==> src/rtl/fetch_sequencer_pkg.sv <==
// Shared definitions for the instruction-fetch sequencer: FSM state
// encoding, the default reset PC, and the word-alignment test used on
// committed next-PC values.
package fetch_sequencer_pkg;

  // One request in flight at a time; HALT is terminal until reset.
  typedef enum logic [2:0] {
    ST_IDLE    = 3'd0,
    ST_REQ     = 3'd1,
    ST_WAIT    = 3'd2,
    ST_DELIVER = 3'd3,
    ST_EXEC    = 3'd4,
    ST_HALT    = 3'd5
  } fetch_state_e;

  // PC loaded whenever reset is asserted.
  localparam logic [31:0] BASEADDR_DEFAULT = 32'h0100_0000;

  // Instructions are 32-bit words; anything with nonzero low bits is unusable.
  function automatic logic is_word_aligned(input logic [1:0] low_bits);
    return (low_bits == 2'b00);
  endfunction

endpackage

==> src/rtl/fetch_sequencer.sv <==
// Multi-cycle instruction-fetch sequencer. Holds the architectural PC,
// issues one instruction-memory request at a time, hands the fetched word
// to decode, then waits for writeback to commit the next PC. All outputs
// come straight from registers or from decoding the registered state.
module fetch_sequencer
  import fetch_sequencer_pkg::*;
#(
  parameter int                DWIDTH   = 32,
  parameter int                AWIDTH   = 32,
  parameter logic [AWIDTH-1:0] BASEADDR = AWIDTH'(BASEADDR_DEFAULT)
) (
  input  logic              clk,
  input  logic              reset,
  output logic              imem_req_valid_o,
  input  logic              imem_req_ready_i,
  output logic [AWIDTH-1:0] imem_req_addr_o,
  input  logic              imem_rsp_valid_i,
  input  logic [DWIDTH-1:0] imem_rsp_data_i,
  output logic              insn_valid_o,
  input  logic              insn_ready_i,
  output logic [DWIDTH-1:0] insn_o,
  output logic [AWIDTH-1:0] pc_o,
  input  logic              commit_i,
  input  logic [AWIDTH-1:0] next_pc_i,
  output logic              misaligned_o,
  output logic [31:0]       retired_o
);

  fetch_state_e      state;
  fetch_state_e      state_next;
  logic [AWIDTH-1:0] pc;
  logic [DWIDTH-1:0] insn;
  logic              misaligned;
  logic [31:0]       retired;

  // Update strobes produced by the FSM decode.
  logic              capture_insn;
  logic              load_pc;
  logic              count_commit;
  logic              set_misaligned;

  // Next-state and register-update decode; every commit/response outside
  // its own state falls through to the defaults and is dropped.
  always_comb begin
    state_next     = state;
    capture_insn   = 1'b0;
    load_pc        = 1'b0;
    count_commit   = 1'b0;
    set_misaligned = 1'b0;
    unique case (state)
      ST_IDLE: begin
        state_next = ST_REQ;
      end
      ST_REQ: begin
        if (imem_req_ready_i) begin
          state_next = ST_WAIT;
        end
      end
      ST_WAIT: begin
        if (imem_rsp_valid_i) begin
          capture_insn = 1'b1;
          state_next   = ST_DELIVER;
        end
      end
      ST_DELIVER: begin
        if (insn_ready_i) begin
          state_next = ST_EXEC;
        end
      end
      ST_EXEC: begin
        if (commit_i) begin
          count_commit = 1'b1;
          if (is_word_aligned(next_pc_i[1:0])) begin
            load_pc    = 1'b1;
            state_next = ST_REQ;
          end else begin
            set_misaligned = 1'b1;
            state_next     = ST_HALT;
          end
        end
      end
      ST_HALT: begin
        state_next = ST_HALT;
      end
      default: begin
        state_next = ST_IDLE;
      end
    endcase
  end

  // State register; reset forces IDLE immediately.
  always_ff @(posedge clk or negedge reset) begin
    if (!reset) begin
      state <= ST_IDLE;
    end else begin
      state <= state_next;
    end
  end

  // PC register: taken verbatim from writeback, no arithmetic here.
  always_ff @(posedge clk or negedge reset) begin
    if (!reset) begin
      pc <= BASEADDR;
    end else if (load_pc) begin
      pc <= next_pc_i;
    end
  end

  // Instruction register: captured once per fetch, held through DELIVER.
  always_ff @(posedge clk or negedge reset) begin
    if (!reset) begin
      insn <= '0;
    end else if (capture_insn) begin
      insn <= imem_rsp_data_i;
    end
  end

  // Sticky misalignment flag; only reset clears it.
  always_ff @(posedge clk or negedge reset) begin
    if (!reset) begin
      misaligned <= 1'b0;
    end else if (set_misaligned) begin
      misaligned <= 1'b1;
    end
  end

  // Retired-commit counter, wrapping naturally at 2^32.
  always_ff @(posedge clk or negedge reset) begin
    if (!reset) begin
      retired <= '0;
    end else if (count_commit) begin
      retired <= retired + 32'd1;
    end
  end

  assign imem_req_valid_o = (state == ST_REQ);
  assign imem_req_addr_o  = pc;
  assign insn_valid_o     = (state == ST_DELIVER);
  assign insn_o           = insn;
  assign pc_o             = pc;
  assign misaligned_o     = misaligned;
  assign retired_o        = retired;

endmodule

==> config.mk <==
export PLATFORM = sky130hd
export DESIGN_NAME = fetch_sequencer
export DESIGN_NICKNAME = d
export VERILOG_FILES = /design/src/rtl/fetch_sequencer_pkg.sv /design/src/rtl/fetch_sequencer.sv
export SDC_FILE = /design/constraint.sdc
export NUM_CORES = 1
export LEC_CHECK = 0
export CAP_MARGIN = 30
export CORE_MARGIN = 2
export CORE_UTILIZATION = 43
export CTS_BUF_LIST = sky130_fd_sc_hd__clkbuf_2 sky130_fd_sc_hd__clkbuf_4 sky130_fd_sc_hd__clkbuf_8
export CTS_CLUSTER_SIZE = 30
export DETAILED_ROUTE_END_ITERATION = 7
export GPL_ROUTABILITY_DRIVEN = 1
export PLACE_DENSITY_LB_ADDON = 0.1
export SYNTH_ARGS = -nofsm -noshare
export SYNTH_HDL_FRONTEND = slang
export SYNTH_SLANG_ARGS = --single-unit
export TNS_END_PERCENT = 50
==> constraint.sdc <==
create_clock -name clk -period 2.42 [get_ports clk]
set_input_delay 0.484 -clock clk [delete_from_list [all_inputs] [get_ports clk]]
set_output_delay 0.484 -clock clk [all_outputs]
set_load 0.01 [all_outputs]
==> results.json <==
{
  "crit_type": "reg -> out",
  "num_vias": 3054,
  "crit_fanout": 14,
  "grt.overflow.total": 0,
  "maxSlewViolCount": 0,
  "synth_cell_types": 37,
  "max_slew_margin_pct": 69.51,
  "die_x_um": 104.4,
  "drtIter0Drc": 85,
  "ys_seq_area_share_pct": 57.78,
  "wl_um": 9940,
  "layout.cells.non_filler": 642,
  "reg2regPathDepth": 5,
  "synthesis.nets": 400,
  "grt_pass1_wl_um": 16070,
  "worstReg2RegStart": "retired_o[18]",
  "cp_num_buf_inv": 1,
  "hold_path_class": "in -> async",
  "syn_area_um2": 4333,
  "ff2ff_setup_slack_ns": 0.46,
  "grt_usage_pct": 18.45,
  "setup_violations": 0,
  "cts_tree": "yes",
  "viasPerCell": 4.757,
  "dp.cells": 626,
  "crit_path_cell_trace": "and3b_2 > clkdlybuf4s50_1",
  "ant_nets": 0,
  "place_congestion": 0.7650,
  "cts_resized": 0,
  "worst_pin_slew_ns": 0.4573,
  "cts_setup_buffers": 0,
  "multi_input_area_um2": 1513,
  "rsz0062_at_grt": "false",
  "fin_area_um2": 6476,
  "antenna_found_initial": 0,
  "synth-seq-cells": 100,
  "finalCriticalPeriod_ns": 2.187,
  "wl_per_cell_um": 15.48,
  "post-route-drc-count": 0,
  "grt_pass1_vias": 3125,
  "io_pins": 201,
  "avgSynthCellArea_um2": 13.17,
  "cts.reportedPaths.clkPinSlew_ns": 0.10,
  "cts-root-buf": "clkbuf_8",
  "mostFrequentLayoutCell": "clkdlybuf4s50_1",
  "htree_levels": 3,
  "cts_buffer_depth": 2,
  "maxCapViolCount": 0,
  "startpoint_type": "flop",
  "cp_slowest_cell": "dfrtp_1",
  "ir_drop_v": 0.0005689,
  "coreArea_um2": 9774,
  "antenna_cells": 0,
  "arrival_ns": 1.70,
  "drtPass1Iterations": 4,
  "dpl-instance-area_um2": 6284,
  "most-common-layout-cells": "199 x clkdlybuf4s50_1, 99 x dfrtp_1, 59 x mux2_2, 24 x nand2_1, 16 x xnor2_1",
  "r2r-end": "retired_o[31]",
  "dp_hpwl_um": 7591,
  "final_util_pct": 66.26,
  "cp_top_family": "flip-flops",
  "layout.area.seq_um2": 2504,
  "max_freq_mhz": 457.2,
  "cts_buffers": 9,
  "cpPeakStageDelay_ns": 0.56,
  "die_height_um": 104.4,
  "n_fill_cell": 780,
  "die_area_um2": 10900,
  "io_buffers": 200,
  "syn_inst": 329,
  "ys_warn_count": 0,
  "status": "finished clean",
  "required_ns": 1.94,
  "start_util_pct": 44.33,
  "drive_above_1_share_pct": 18.66,
  "p_leak_nw": 2.803,
  "grt_max_degree": 41,
  "finalCritPeriodShare_pct": 90.38,
  "setup_tns_ns": 0,
  "hold_viol_final": 0,
  "finalClockSkew_ns": 0.01169,
  "worst_slack_ns": 0.2327,
  "area_growth_pct": 49.47,
  "ctsHoldBuffers": 0,
  "clkLatencyLatePin_ns": 0.36,
  "pre_cts_ws_ns": 0.1080,
  "cellPowerDensity_nw_per_um2": 1012,
  "rows": 36,
  "worstSetupEndpointType": "output pin",
  "final_net_count": 575,
  "clock-sinks": 100
}
state kept, by name, summed over array words and instances, names as in the netlist:
signal / count
misaligned_o: 1
insn_o: 32
retired_o: 32
state: 3
imem_req_addr_o: 32
metal layers:
metal / GRT usage (%) / vias to the layer above / share of wire (%)
met5: 0 / - / 0
met2: 31.84 / 112 / 51
met4: 6.371 / 0 / 1.1
li1: - / 1433 / -
met1: 22.06 / 1497 / 41
met3: 5.201 / 12 / 6.8
cells by family (layout without fill, tap and decap cells):
kind of cell             after synthesis  count (layout)  share of synthesized area (%)
XOR/XNOR                              31              31                          6.266
flip-flops                           100             100                          57.78
AO/OA/AOI/OAI                          8               8                          1.097
AND/OR/NAND/NOR                       81              81                          11.15
multiplexers                          62              62                          16.11
buffers and inverters                 46             226                          7.306
adder cells (fa/ha/maj)                1               1                         0.2887
where the power goes:
group          switching (W)  internal, W
registers           0.000427      0.00223
clock network       0.000551     0.000469
logic                0.00100      0.00187
cell type report:
| type | count | area share, % |
|---|---|---|
| sequential | 100 | 38.66 |
| multi-input combinational | 183 | 23.36 |
| timing repair buffer | 207 | 32.26 |
| clock buffer | 13 | 2.666 |
| clock inverter | 3 | 0.3091 |
| tap | 133 | 2.570 |
| inverter | 3 | 0.1739 |
stage by stage:
stage                     hold slack [ns]  total power (W)
after floorplan                    0.1884         0.004044
after global placement             0.4613         0.005543
after detailed placement           0.4642         0.005602
after CTS                         0.06207         0.006641
after global routing              0.07706         0.006906
final                             0.06035         0.006555
worst max-delay path by stage:
stage / cells after the start / slack (ns) / startpoint / end
floorplan: 5 / 0.67 / retired_o[18] / retired_o[31]
global placement: 6 / 0.15 / commit_i / retired_o[31]
detailed placement: 6 / 0.11 / commit_i / retired_o[31]
CTS: 2 / 0.22 / state[1] / insn_valid_o
global route: 2 / 0.14 / state[1] / insn_valid_o
finish: 2 / 0.23 / state[1] / insn_valid_o
Yosys cell counts:
cell type	count	area share, %
dfrtp_1	99	57
a22o_2	1	0.23
nand3_4	1	0.40
nor4_4	2	0.98
nor2_1	11	0.95
nor4_2	1	0.29
nand3_1	8	0.92
and4bb_2	2	0.58
o21ai_0	4	0.46
xor2_1	15	3.0
buf_4	32	5.5
and3b_2	1	0.23
nand2_1	24	2.1
nor3b_1	1	0.17
nand2b_1	1	0.14
nor3_1	5	0.58
nor4_1	1	0.14
or3_1	3	0.43
mux2_2	59	15
nor3_2	2	0.46
buf_2	7	0.81
and3_1	5	0.72
xnor2_1	16	3.2
ha_1	1	0.29
nand4_1	7	1.0
or2_2	1	0.14
nand4bb_1	1	0.26
inv_1	3	0.26
a21oi_1	2	0.23
o21bai_1	1	0.17
mux2_1	3	0.78
buf_6	2	0.52
dfstp_2	1	0.61
and2_1	2	0.29
clkbuf_1	2	0.17
nor4b_1	1	0.20
nor2b_1	1	0.14
Power figures use the tool's default switching activity.
